===== src/rtl/fifo_pkg.sv =====
// Shared definitions for the FIFO control blocks: status codes and the default pointer width.
package fifo_pkg;

  localparam int FIFO_AW = 3;

  typedef enum logic [2:0] {
    ST_INIT     = 3'b000,
    ST_READ     = 3'b001,
    ST_WRITE    = 3'b010,
    ST_RD_ERROR = 3'b011,
    ST_WR_ERROR = 3'b100,
    ST_NO_OP    = 3'b101
  } fifo_state_t;

endpackage


===== src/rtl/rr_arb2.sv =====
// Two-way round-robin arbiter. The grant is combinational and is only produced
// while en is high; the last-grant history moves only on an issued grant.
module rr_arb2 (
  input  logic       clk,
  input  logic       reset_n,
  input  logic [1:0] req,
  input  logic       en,
  output logic [1:0] gnt
);

  // 1 means requester 1 won the most recent issued grant
  logic last_q;

  always_comb begin
    gnt = 2'b00;
    if (en) begin
      if (req == 2'b11) gnt = last_q ? 2'b01 : 2'b10;
      else              gnt = req;
    end
  end

  always_ff @(posedge clk) begin
    if (!reset_n) begin
      last_q <= 1'b1;
    end else if (en && (gnt != 2'b00)) begin
      last_q <= gnt[1];
    end
  end

endmodule


===== src/rtl/fifo_rr_ctrl.sv =====
// Two-writer / one-reader FIFO controller with read priority and round-robin write grant.
// Optional FIFO_RR_CTRL_ALMOST_EN adds registered almost_full / almost_empty flags.
module fifo_rr_ctrl
  import fifo_pkg::*;
#(
  parameter int AW = FIFO_AW
) (
  input  logic          clk,
  input  logic          reset_n,
  input  logic          wr_req0,
  input  logic          wr_req1,
  input  logic          rd_en,
  output logic [1:0]    wr_gnt,
  output logic          we,
  output logic          re,
  output logic [AW-1:0] waddr,
  output logic [AW-1:0] raddr,
  output logic [2:0]    state,
  output logic [AW:0]   data_count,
  output logic          full,
  output logic          empty,
  output logic          wr_ack,
  output logic          wr_err,
  output logic          rd_ack,
  output logic          rd_err
`ifdef FIFO_RR_CTRL_ALMOST_EN
  ,
  output logic          almost_full,
  output logic          almost_empty
`endif
);

  localparam logic [AW:0]   DEPTH_CNT = {1'b1, {AW{1'b0}}};
  localparam logic [AW:0]   CNT_ONE   = (AW+1)'(1);
  localparam logic [AW-1:0] PTR_ONE   = AW'(1);

  fifo_state_t state_q;
  logic        cnt_zero, cnt_full, wr_any;
  logic        rd_ok, rd_bad, wr_ok, wr_bad;
  logic [AW:0] count_nxt;

  assign cnt_zero = (data_count == '0);
  assign cnt_full = (data_count == DEPTH_CNT);
  assign wr_any   = wr_req0 | wr_req1;

  // Reads always win; a read against an empty FIFO still blocks any write that cycle
  assign rd_ok  = reset_n & rd_en & ~cnt_zero;
  assign rd_bad = rd_en & cnt_zero;
  assign wr_ok  = reset_n & ~rd_en & wr_any & ~cnt_full;
  assign wr_bad = ~rd_en & wr_any & cnt_full;

  assign re = rd_ok;
  assign we = wr_ok;

  rr_arb2 u_arb (
    .clk     (clk),
    .reset_n (reset_n),
    .req     ({wr_req1, wr_req0}),
    .en      (wr_ok),
    .gnt     (wr_gnt)
  );

  always_comb begin
    count_nxt = data_count;
    if (rd_ok)      count_nxt = data_count - CNT_ONE;
    else if (wr_ok) count_nxt = data_count + CNT_ONE;
  end

  assign state = state_q;

  always_ff @(posedge clk) begin
    if (!reset_n) begin
      state_q      <= ST_INIT;
      data_count   <= '0;
      waddr        <= '0;
      raddr        <= '0;
      full         <= 1'b0;
      empty        <= 1'b1;
      wr_ack       <= 1'b0;
      wr_err       <= 1'b0;
      rd_ack       <= 1'b0;
      rd_err       <= 1'b0;
`ifdef FIFO_RR_CTRL_ALMOST_EN
      almost_full  <= 1'b0;
      almost_empty <= 1'b1;
`endif
    end else begin
      wr_ack     <= 1'b0;
      wr_err     <= 1'b0;
      rd_ack     <= 1'b0;
      rd_err     <= 1'b0;
      data_count <= count_nxt;
      full       <= (count_nxt == DEPTH_CNT);
      empty      <= (count_nxt == '0);
`ifdef FIFO_RR_CTRL_ALMOST_EN
      almost_full  <= (count_nxt >= (DEPTH_CNT - CNT_ONE));
      almost_empty <= (count_nxt <= CNT_ONE);
`endif
      if (rd_ok) begin
        state_q <= ST_READ;
        rd_ack  <= 1'b1;
        raddr   <= raddr + PTR_ONE;
      end else if (rd_bad) begin
        state_q <= ST_RD_ERROR;
        rd_err  <= 1'b1;
      end else if (wr_ok) begin
        state_q <= ST_WRITE;
        wr_ack  <= 1'b1;
        waddr   <= waddr + PTR_ONE;
      end else if (wr_bad) begin
        state_q <= ST_WR_ERROR;
        wr_err  <= 1'b1;
      end else begin
        state_q <= ST_NO_OP;
      end
    end
  end

endmodule

===== config.mk =====
export PLATFORM = sky130hd
export DESIGN_NAME = fifo_rr_ctrl
export DESIGN_NICKNAME = d
export VERILOG_FILES = /design/src/rtl/fifo_pkg.sv /design/src/rtl/rr_arb2.sv /design/src/rtl/fifo_rr_ctrl.sv
export SDC_FILE = /design/constraint.sdc
export NUM_CORES = 1
export LEC_CHECK = 0
export ABC_AREA = 1
export BUFFER_PORTS_ARGS = -buffer_cell sky130_fd_sc_hd__buf_2
export CAP_MARGIN = 20
export CELL_PAD_IN_SITES_DETAIL_PLACEMENT = 0
export CELL_PAD_IN_SITES_GLOBAL_PLACEMENT = 1
export CORE_MARGIN = 2
export CORE_UTILIZATION = 32
export DETAILED_ROUTE_END_ITERATION = 8
export HOLD_SLACK_MARGIN = 0.03
export PLACE_DENSITY = 0.7
export SLEW_MARGIN = 25
export SYNTH_ARGS = -nofsm -noshare
export SYNTH_HDL_FRONTEND = slang
export SYNTH_SLANG_ARGS = --single-unit

===== constraint.sdc =====
create_clock -name clk -period 1.3 [get_ports clk]
set_input_delay 0.065 -clock clk [delete_from_list [all_inputs] [get_ports clk]]
set_output_delay 0.065 -clock clk [all_outputs]
set_load 0.1 [all_outputs]

Word level (Yosys, flattened, before mapping)
Index checks and enable logic that the tools add are counted.
{"block": "classes", "n_eq_ne": 3, "add_sub_neg": 4, "bitwise_logic": 15, "reduce_logical": 8, "n_mux": 13}
{"cell": "$mux W2", "count": 5}
{"cell": "$and A1 B1 Y1", "count": 8}
{"cell": "$eq A4 B4 Y1 const B", "count": 2}
{"cell": "$logic_not A4 Y1", "count": 2}
{"cell": "$mux W4", "count": 2}
{"cell": "$add A3 B1 Y3 const B", "count": 2}
{"cell": "$mux W1", "count": 6}
{"cell": "$not A1 Y1", "count": 6}
{"cell": "$add A4 B1 Y4 const B", "count": 1}
{"cell": "$reduce_or A4 Y1", "count": 1}
{"cell": "$sub A4 B1 Y4 const B", "count": 1}
{"cell": "$reduce_and A3 Y1", "count": 1}
{"cell": "$reduce_or A3 Y1", "count": 1}
{"cell": "$eq A2 B2 Y1 const B", "count": 1}
{"cell": "$reduce_bool A2 Y1", "count": 1}
{"cell": "$reduce_or A2 Y1", "count": 1}
{"cell": "$logic_and A1 B1 Y1", "count": 1}
{"cell": "$or A1 B1 Y1", "count": 1}
{"block": "totals", "wordCells": 56, "input_bits": 5, "register_bits": 20, "out_inout_bits": 23}

Logic depth before layout (Yosys ltp)
Gate-level depths: netlist (run 1).
{"block": "depth", "ltp_word": 7, "depth_mapped": 10, "ltp_nobuf": 10}

Hierarchy
From an unflattened synthesis (run 1), not the netlist that was laid out.
{"block": "hier_totals", "hier_cells": 118, "hier_area_um2": 937.1}
{"module": "fifo_rr_ctrl", "seq_area_each_um2": 380.4, "instances": 1, "cells_each": 107, "area_each_um2": 869.6}
{"module": "rr_arb2", "seq_area_each_um2": 20.0, "instances": 1, "cells_each": 11, "area_each_um2": 67.6}

Least setup slack after synthesis (run 1)
No wires, ideal clock.
{"block": "synth_path", "kind": "register to output", "from": "reg data_count[0]", "to": "out wr_gnt[0]", "stages_incl_launch_ff": 6, "arrival_ps": 2972, "n_path_buf": 0, "t_required_ps": 1235, "slack_ps": -1737, "cell_sequence": "dfxtp_1 > inv_1 > ha_1 > nand3_2 > nand2_4 > nor2_1"}
{"block": "synth_via", "elab_chain_len": 4}
{"item": "start: declaration", "line_no": "fifo_rr_ctrl.sv:19", "text": "output logic [AW:0] data_count,"}
{"item": "start signal: assignment", "line_no": "fifo_rr_ctrl.sv:92", "text": "data_count <= count_nxt;"}
{"item": "$eq A4 B4 Y1", "line_no": "fifo_rr_ctrl.sv:43", "text": "assign cnt_full = (data_count == DEPTH_CNT);"}
{"item": "$not A1 Y1", "line_no": "fifo_rr_ctrl.sv:49", "text": "assign wr_ok = reset_n & ~rd_en & wr_any & ~cnt_full;"}
{"item": "$and A1 B1 Y1", "line_no": "fifo_rr_ctrl.sv:49"}
{"item": "$mux W2", "line_no": "rr_arb2.sv:16", "text": "if (en) begin"}
{"item": "end: declaration", "line_no": "fifo_rr_ctrl.sv:13", "text": "output logic [1:0] wr_gnt,"}
Every way passes these cells.

Final worst setup path (run 1)
{"block": "layout_path", "from": "reg data_count[1]", "to": "out wr_gnt[0]"}
The elaborated chain is that of the path after synthesis.

==> results of run 1 <==
==> critical path: stages (launching register included) <==
cell     delay [ns]
dfxtp_4        0.38
inv_4          0.04
ha_4           0.16
nand3_4        0.09
nand2_8        0.09
buf_12         0.14
nor2_4         0.09
buf_12         0.18
==> logic make-up after synthesis <==
group	after synthesis	synth area share (%)
buffers and inverters	19	8.55
AO/OA/AOI/OAI	10	5.83
flip-flops	20	43.4
XOR/XNOR	1	0.950
adder cells (fa/ha/maj)	4	5.43
AND/OR/NAND/NOR	59	35.8
==> timing repair <==
item / 4_1_cts / 5_1_grt
endpoints found under the hold margin: 1 / 0
setup buffers: 15 / 2
resized for setup: 19 / 25
pin swaps: 4 / 7
endpoints found under the setup margin: 7 / 20
hold buffers: 1 / 0
==> sequential cells by signal (all words and copies together), names as in the netlist <==
name,cells
rd_err,1
data_count,4
full,1
waddr,3
rd_ack,1
raddr,3
state,3
wr_ack,1
empty,1
u_arb.last_q,1
wr_err,1
==> placed cells by master (no fill, tap or decap), types with 5 or more instances in the layout <==
master    n
inv_2     6
buf_12    5
nor2_1    8
nand2_2  10
dfxtp_1  12
nand3_4   5
buf_2    21
nand3_1   6
inv_1     7
buf_6     9
nand2_1  10
buf_4    15
==> worst max-delay path by stage <==
stage                endpoint  slack (ns)  cells past startpoint
finish              wr_gnt[0]       -0.22                      7
floorplan           wr_gnt[1]       -0.35                      7
global route        wr_gnt[0]       -0.31                      7
global placement         full        0.02                      9
CTS                 wr_gnt[0]       -0.24                      7
detailed placement       full       -0.01                      9
==> through the flow <==
step / power, mW / setup TNS, ns / hold WS, ns / utilization (%)
after floorplan: 1.49 / -2.16 / 0.144 / -
after global placement: 1.68 / 0 / 0.311 / 47.3
after detailed placement: 1.68 / -0.0161 / 0.314 / 47.3
after CTS: 2.17 / -1.72 / 0.0437 / 55.7
after global routing: 2.36 / -3.25 / 0.0593 / 59.7
final: 2.24 / -1.83 / 0.0815 / 59.7
==> layer usage <==
metal	vias up	routed length, um	global-route usage, %
met5	-	0	0
met4	0	33	6.31
met3	4	73	3.35
met2	16	1220	26.1
met1	427	999	19.2
li1	472	-	-
==> cell type report <==
class                           instances  area share [%]
Sequential cell                        20            25.5
Timing Repair Buffer                   52            27.0
Clock buffer                            4            1.60
Tap cell                               31            2.36
Multi-Input combinational cell         74            37.2
Inverter                               18            6.38
==> power by group through the flow <==
stage | sequential [mW] | clock [mW] | combinational, mW
CTS | 0.711 | 0.324 | 1.13
global route | 0.719 | 0.360 | 1.28
floorplan | 1.13 | 0 | 0.357
detailed placement | 0.723 | 0 | 0.961
finish | 0.712 | 0.307 | 1.22
global placement | 0.721 | 0 | 0.959
==> impl_metrics.env, run 1 <==
export IMPL_status="complete, but fails checks"
export IMPL_failed_checks="negative setup slack"
export IMPL_rr_worst_depth=12
export IMPL_synth_top_cells_by_count="20 x dfxtp_1, 16 x nand2_1, 12 x nor2_1, 11 x nand3_1, 10 x inv_1"
export IMPL_dieArea_mm2=0.00333
export IMPL_p_int_mw=1.19
export IMPL_grt_setup_unrepaired="true"
export IMPL_die_w_um=57.7
export IMPL_tritoncts="yes"
export IMPL_syn_area_um2=922
export IMPL_crit_required_ns=1.24
export IMPL_vias=919
export IMPL_vdd_drop_max_mv=0.859
export IMPL_fin_cells=199
export IMPL_clock_root_buffer="clkbuf_4"
export IMPL_cp_startpoint="data_count[1]"
export IMPL_grt_pass1_wl_um=4000
export IMPL_worstPathMaxFanout=3
export IMPL_routed_via_density=4.62
export IMPL_syn_area_per_cell_um2=8.16
export IMPL_htree_levels=1
export IMPL_yosysMostFrequentCell="dfxtp_1"
export IMPL_synth_top_area_share_pct=43.4
export IMPL_async_flop_share_pct=0
export IMPL_min_to="rd_err"
export IMPL_fillCellCount=243
export IMPL_layout_setup_ws_ns=-0.224
export IMPL_num_rows=19
export IMPL_setup_viol=14
export IMPL_r2r_slack_ns=-0.17
export IMPL_slew_viol_final=0
export IMPL_multiInputGateArea_um2=612
export IMPL_power_switching_mw=1.05
export IMPL_overflow=0
export IMPL_final_period_utilization_pct=117
export IMPL_grt_pass1_vias=922
export IMPL_crit_type="reg2out"
export IMPL_boundaryPins=28
export IMPL_synth_main_ff_cell="dfxtp_1"
export IMPL_cts_sinks=20
export IMPL_rr_startpoint="data_count[1]"
export IMPL_ys_seq_elements=20
export IMPL_slew_headroom_pct=67.8
export IMPL_fmax_ghz=0.656
export IMPL_skew_ns=0.0104
export IMPL_hold_class="in2reg"
export IMPL_die_h_um=57.7
export IMPL_clk_pin_slew_ns=0.12
export IMPL_rr_endpoint="empty"
export IMPL_p_leak_nw=0.794
export IMPL_drive_gt1_share_pct=66.7
export IMPL_placed_cells=177
export IMPL_port_buffer_count=27
export IMPL_whs_path_depth=3
export IMPL_numCtsBuffers=3
export IMPL_grt_max_degree=12
export IMPL_yosysWarningCount=0
export IMPL_cp_end_kind="primary output"
export IMPL_place_ws_ns=-0.0114
export IMPL_track_usage_pct=15.5
export IMPL_start_kind="flip-flop"
export IMPL_power_frac_comb_pct=54.5
export IMPL_dp_hpwl_um=1580
export IMPL_antenna_found_initial=0
export IMPL_swShare_pct=46.8
export IMPL_syn_nets=122
export IMPL_seqPwrFrac_pct=31.8
export IMPL_finalWeightedCongestion=0.792
export IMPL_ys_types=20
export IMPL_clockPowerShare_pct=13.7
export IMPL_drc=0
export IMPL_cellPowerDensity_mw_per_mm2=1360
export IMPL_clk_latency_ns=0.30
export IMPL_drv_cap=0
export IMPL_wl_per_cell_um=11.7
export IMPL_clk_path_buf_depth=2
export IMPL_synthCells=113
export IMPL_synth_yosys_seq_area_share_pct=43.4
export IMPL_hold_viol=0
export IMPL_synth_edf_count=0
export IMPL_coreArea_mm2=0.00276
export IMPL_yosysTopAreaCell="dfxtp_1"
export IMPL_cp_arrival_ns=1.46
export IMPL_postRouteAntennaNets=0
export IMPL_placed_cell_area_mm2=0.00130
export IMPL_dr_pass1_iters=2
export IMPL_finish_instance_area_mm2=0.00165
export IMPL_nets=178
export IMPL_seqCellArea_um2=420
export IMPL_syn_to_final_growth_pct=78.6
export IMPL_diodes=0
export IMPL_first_iter_violations=5
export IMPL_wirelength_um=2330
export IMPL_initial_core_util_pct=33.4
export IMPL_min_period_ns=1.52
export IMPL_hold_start="rd_en"
export IMPL_worst_slew_pin_slew_ns=0.486
export IMPL_synthTopCellsByArea="dfxtp_1 43%, nand2_1 6.5%, nand3_1 6.0%"
No activity file was read; power rests on OpenSTA's default activity.
==> run 2, diff against run 1 <==
Settings changed: PLACE_DENSITY 0.7 to unset, PLACE_DENSITY_LB_ADDON set to 0.1.
==> impl_metrics.env, run 2 (synthesized netlist as in run 1, its figures left out) <==
export IMPL_worstPathMaxFanout=3
export IMPL_diodes=0
export IMPL_vias=894
export IMPL_track_usage_pct=14.2
export IMPL_layout_common_cells="21 x buf_2, 15 x buf_4, 14 x nand2_1, 12 x dfxtp_1, 8 x nand3_1"
export IMPL_wl_per_cell_um=11.2
export IMPL_clk_path_buf_depth=2
export IMPL_seqCellArea_um2=420
export IMPL_dr_pass1_iters=2
export IMPL_initial_core_util_pct=33.4
export IMPL_vdd_drop_max_mv=1.03
export IMPL_status="complete, but fails checks"
export IMPL_crit_required_ns=1.24
export IMPL_num_rows=19
export IMPL_coreArea_mm2=0.00276
export IMPL_postRouteAntennaNets=0
export IMPL_final_period_utilization_pct=117
export IMPL_dieArea_mm2=0.00333
export IMPL_grt_pass1_vias=843
export IMPL_grt_pass1_wl_um=3690
export IMPL_crit_type="reg2out"
export IMPL_layout_setup_ws_ns=-0.221
export IMPL_cp_slowest_stage_delay_ns=0.37
export IMPL_dp_hpwl_um=1600
export IMPL_drive_gt1_share_pct=62.7
export IMPL_cp_arrival_ns=1.46
export IMPL_clock_root_buffer="clkbuf_4"
export IMPL_htree_levels=1
export IMPL_failed_checks="negative setup slack"
export IMPL_largest_reg_flops=4
export IMPL_cp_end_kind="primary output"
export IMPL_multiInputGateArea_um2=572
export IMPL_worst_slew_pin_slew_ns=0.487
export IMPL_drc=0
export IMPL_start_kind="flip-flop"
export IMPL_slew_headroom_pct=67.7
export IMPL_grt_setup_unrepaired="true"
export IMPL_setup_viol=16
export IMPL_crit_chain="inv_4, ha_4, nand3_4, nand2_8, buf_12, nor2_4, buf_12"
export IMPL_finalWeightedCongestion=0.739
export IMPL_placed_cell_area_mm2=0.00130
export IMPL_skew_ns=0.000970
export IMPL_p_leak_nw=0.780
export IMPL_clk_latency_ns=0.29
export IMPL_slew_viol_final=0
export IMPL_min_period_ns=1.52
export IMPL_r2r_slack_ns=-0.18
export IMPL_drv_cap=0
export IMPL_numCtsBuffers=3
export IMPL_hold_viol=0
export IMPL_boundaryPins=28
export IMPL_grt_max_degree=11
export IMPL_clk_pin_slew_ns=0.11
export IMPL_cp_slowest_cell="dfxtp_4"
export IMPL_overflow=0
export IMPL_place_ws_ns=-0.0114
export IMPL_cts_sinks=20
export IMPL_cellPowerDensity_mw_per_mm2=1360
export IMPL_largest_register="data_count"
export IMPL_finish_instance_area_mm2=0.00159
export IMPL_die_h_um=57.7
export IMPL_routed_via_density=4.54
export IMPL_critPathMostFrequentCell="buf_12"
export IMPL_power_total_mw=2.16
export IMPL_hold_class="in2reg"
export IMPL_final_common_cell="buf_2"
export IMPL_syn_to_final_growth_pct=72.2
export IMPL_fmax_ghz=0.658
export IMPL_tritoncts="yes"
export IMPL_first_iter_violations=12
export IMPL_antenna_found_initial=0
export IMPL_nets=177
export IMPL_fillCellCount=264
export IMPL_port_buffer_count=27
export IMPL_wirelength_um=2220
export IMPL_die_w_um=57.7
run 2: cell types whose count changed in the layout (fill, tap and decap cells not counted), sizes merged:
cell,before,now
buf,51,49
run 2: worst max-delay path: cells and delay by family (launching register included):
family        cells  cell delay, ns
fa+ha+maj         1            0.16
simple gates      3            0.26
flops             1            0.37
buf+inv           3            0.36
run 2: final timing paths:
kind,end,cells after the start,from
worst max-delay path,wr_gnt[0],7,data_count[0]
worst min-delay path,rd_err,3,rd_en
worst max register to register,full,12,data_count[1]
worst min register to register,raddr[0],1,raddr[0]
run 2: layout make-up:
type	count	share of cell area [%]
timing repair buffer	51	27.0
tap	31	2.44
multi-input combinational	74	36.0
sequential	20	26.5
inverter	18	6.62
clock buffer	3	1.42
run 2: where the power goes:
| part | switching, mW | internal, mW | leakage, nW |
|---|---|---|---|
| clock network | 0.187 | 0.108 | 0.0138 |
| registers | 0.0352 | 0.676 | 0.169 |
| logic | 0.793 | 0.362 | 0.598 |
| total | 1.02 | 1.15 | 0.780 |
run 2: repair_timing:
item / in CTS / in global routing
hold buffers: 1 / 0
endpoints found under the hold margin: 1 / 0
buffers inserted: 13 / 4
resized for setup: 14 / 19
pin swaps: 4 / 7
endpoints found under the setup margin: 6 / 20
run 2: metrics by stage:
| stage | setup TNS [ns] | hold WS [ns] | std cells | util (%) |
|---|---|---|---|---|
| after CTS | -1.57 | 0.0521 | 194 | 54.1 |
| after global routing | -3.23 | 0.0595 | 197 | 57.6 |
| after detailed placement | -0.0178 | 0.308 | 177 | 47.3 |
| after global placement | 0 | 0.313 | 177 | 47.3 |
| after floorplan | -2.16 | 0.144 | 113 | - |
| final | -1.92 | 0.0665 | 197 | 57.6 |
run 2: metal layers:
layer  vias up  GRT usage (%)  wire [um]
li1        467              -          -
met1       411           16.9        890
met3         0           2.90         93
met5         -              0          0
met2        16           25.6       1230
met4         0           3.99          0
==> run 3, diff against run 2 <==
Settings changed: CORE_UTILIZATION 32 to 30.
==> impl_metrics.env, run 3 (synthesized netlist as in run 1, its figures left out) <==
export IMPL_drc=0
export IMPL_track_usage_pct=14.5
export IMPL_worstPathMaxFanout=3
export IMPL_overflow=0
export IMPL_grt_pass1_wl_um=3710
export IMPL_fmax_ghz=0.650
export IMPL_slew_headroom_pct=67.8
export IMPL_critical_path_buf_inv_count=4
export IMPL_swShare_pct=47.6
export IMPL_final_common_cell="buf_2"
export IMPL_routed_via_density=4.54
export IMPL_p_int_mw=1.13
export IMPL_num_rows=20
export IMPL_grt_max_degree=12
export IMPL_place_ws_ns=-0.0147
export IMPL_die_w_um=59.4
export IMPL_final_period_utilization_pct=118
export IMPL_crit_required_ns=1.24
export IMPL_syn_to_final_growth_pct=69.3
export IMPL_port_buffer_count=27
export IMPL_coreArea_mm2=0.00298
export IMPL_cp_end_kind="primary output"
export IMPL_p_leak_nw=0.761
export IMPL_vdd_drop_max_mv=0.824
export IMPL_drive_gt1_share_pct=61.6
export IMPL_largest_register="data_count"
export IMPL_power_frac_comb_pct=52.5
export IMPL_clockPowerShare_pct=14.8
export IMPL_setup_tns_ns=-1.69
export IMPL_layout_common_cells="21 x buf_2, 14 x buf_4, 12 x dfxtp_1, 11 x nand2_1, 10 x nor2_1"
export IMPL_min_period_ns=1.54
export IMPL_wl_per_cell_um=11.5
export IMPL_drv_cap=0
export IMPL_status="complete, but fails checks"
export IMPL_dieArea_mm2=0.00353
export IMPL_diodes=0
export IMPL_initial_core_util_pct=31.0
export IMPL_first_iter_violations=8
export IMPL_critPathTopFamily="flip-flops"
export IMPL_finalWeightedCongestion=0.723
export IMPL_cellPowerDensity_mw_per_mm2=1380
export IMPL_postRouteAntennaNets=0
export IMPL_fin_cells=197
export IMPL_hold_class="in2reg"
export IMPL_dr_pass1_iters=3
export IMPL_critPathMostFrequentCell="nand3_4"
export IMPL_cp_slowest_stage_delay_ns=0.37
export IMPL_failed_checks="negative setup slack"
export IMPL_setup_viol=14
export IMPL_start_kind="flip-flop"
export IMPL_vias=894
export IMPL_die_h_um=59.4
export IMPL_largest_reg_flops=4
export IMPL_grt_pass1_vias=858
export IMPL_grt_setup_unrepaired="true"
export IMPL_clk_path_buf_depth=2
export IMPL_nets=174
export IMPL_layout_setup_ws_ns=-0.239
export IMPL_cp_arrival_ns=1.47
export IMPL_crit_type="reg2out"
export IMPL_worst_slew_pin_slew_ns=0.486
export IMPL_clk_latency_ns=0.32
export IMPL_numCtsBuffers=3
export IMPL_placed_cell_area_mm2=0.00131
export IMPL_clock_root_buffer="clkbuf_4"
export IMPL_boundaryPins=28
export IMPL_finish_instance_area_mm2=0.00156
export IMPL_cts_sinks=20
export IMPL_slew_viol_final=0
export IMPL_antenna_found_initial=0
export IMPL_clk_pin_slew_ns=0.13
export IMPL_cp_slowest_cell="dfxtp_4"
export IMPL_crit_chain="inv_4, ha_4, nand3_4, nand2_8, inv_16, nand3_4, clkinvlp_4, buf_12"
export IMPL_power_switching_mw=1.03
export IMPL_fin_util_pct=52.4
export IMPL_wirelength_um=2260
export IMPL_tritoncts="yes"
export IMPL_timing_hold_ws_ns=0.0389
export IMPL_dp_hpwl_um=1630
export IMPL_skew_ns=0.0152
export IMPL_htree_levels=1
export IMPL_seqPwrFrac_pct=32.8
export IMPL_placed_cells=179
export IMPL_power_total_mw=2.16
export IMPL_hold_viol=0
run 3: changes by cell type in the layout (fill, tap and decap cells not counted):
cell,before,now
a21oi_1,4,3
a21oi_2,1,2
buf_4,15,14
buf_6,7,5
clkinv_1,0,1
inv_2,6,7
inv_4,2,1
nand2_1,14,11
nand2_2,6,9
nor2_1,7,10
nor2_2,4,1
o21ai_1,1,2
o21ai_2,3,2
run 3: worst reg2reg max path, delay by kind of cell, from the launching register on:
| kind | cells | cell delay, ns |
|---|---|---|
| compound gates | 1 | 0.04 |
| fa+ha+maj | 1 | 0.16 |
| buf+inv | 3 | 0.31 |
| flops | 1 | 0.38 |
| simple gates | 7 | 0.51 |
run 3: final timing paths:
check        cells past startpoint          start        end  slack [ns]
max reg2reg                     12  data_count[0]      empty       -0.19
min                              3          rd_en     rd_err        0.04
min reg2reg                      1       raddr[0]   raddr[0]        0.46
max                              8  data_count[0]  wr_gnt[1]       -0.24
run 3: layout make-up:
| cell class | count | area, um2 |
|---|---|---|
| Inverter | 18 | 103 |
| Sequential cell | 20 | 420 |
| Multi-Input combinational cell | 74 | 572 |
| Timing Repair Buffer | 48 | 399 |
| Fill cell | 282 | 1420 |
| Clock buffer | 3 | 22.5 |
| Clock inverter | 1 | 3.75 |
| Tap cell | 33 | 41.3 |
run 3: what timing repair did:
item | in CTS | in global routing
hold buffers | 1 | 0
resized for setup | 11 | 19
endpoints found under the setup margin | 7 | 21
cloned | 0 | 0
hold endpoints to repair | 1 | 0
buffers inserted | 13 | 0
pin swaps | 3 | 6
run 3: routing by layer:
metal  vias to the layer above  part of all wire, %  global-route usage (%)
li1                        465                    -                       -
met1                       405                   39                    15.3
met5                         -                    0                       0
met4                         0                  2.1                    7.79
met2                        19                   54                    26.7
met3                         5                  4.0                    2.62
run 3: power groups by stage:
stage / Sequential (mW) / Combinational (mW) / Clock [mW]
finish: 0.709 / 1.13 / 0.319
global route: 0.718 / 1.20 / 0.359
CTS: 0.709 / 1.08 / 0.328
detailed placement: 0.722 / 0.966 / 0
global placement: 0.722 / 0.964 / 0
floorplan: 1.13 / 0.357 / 0
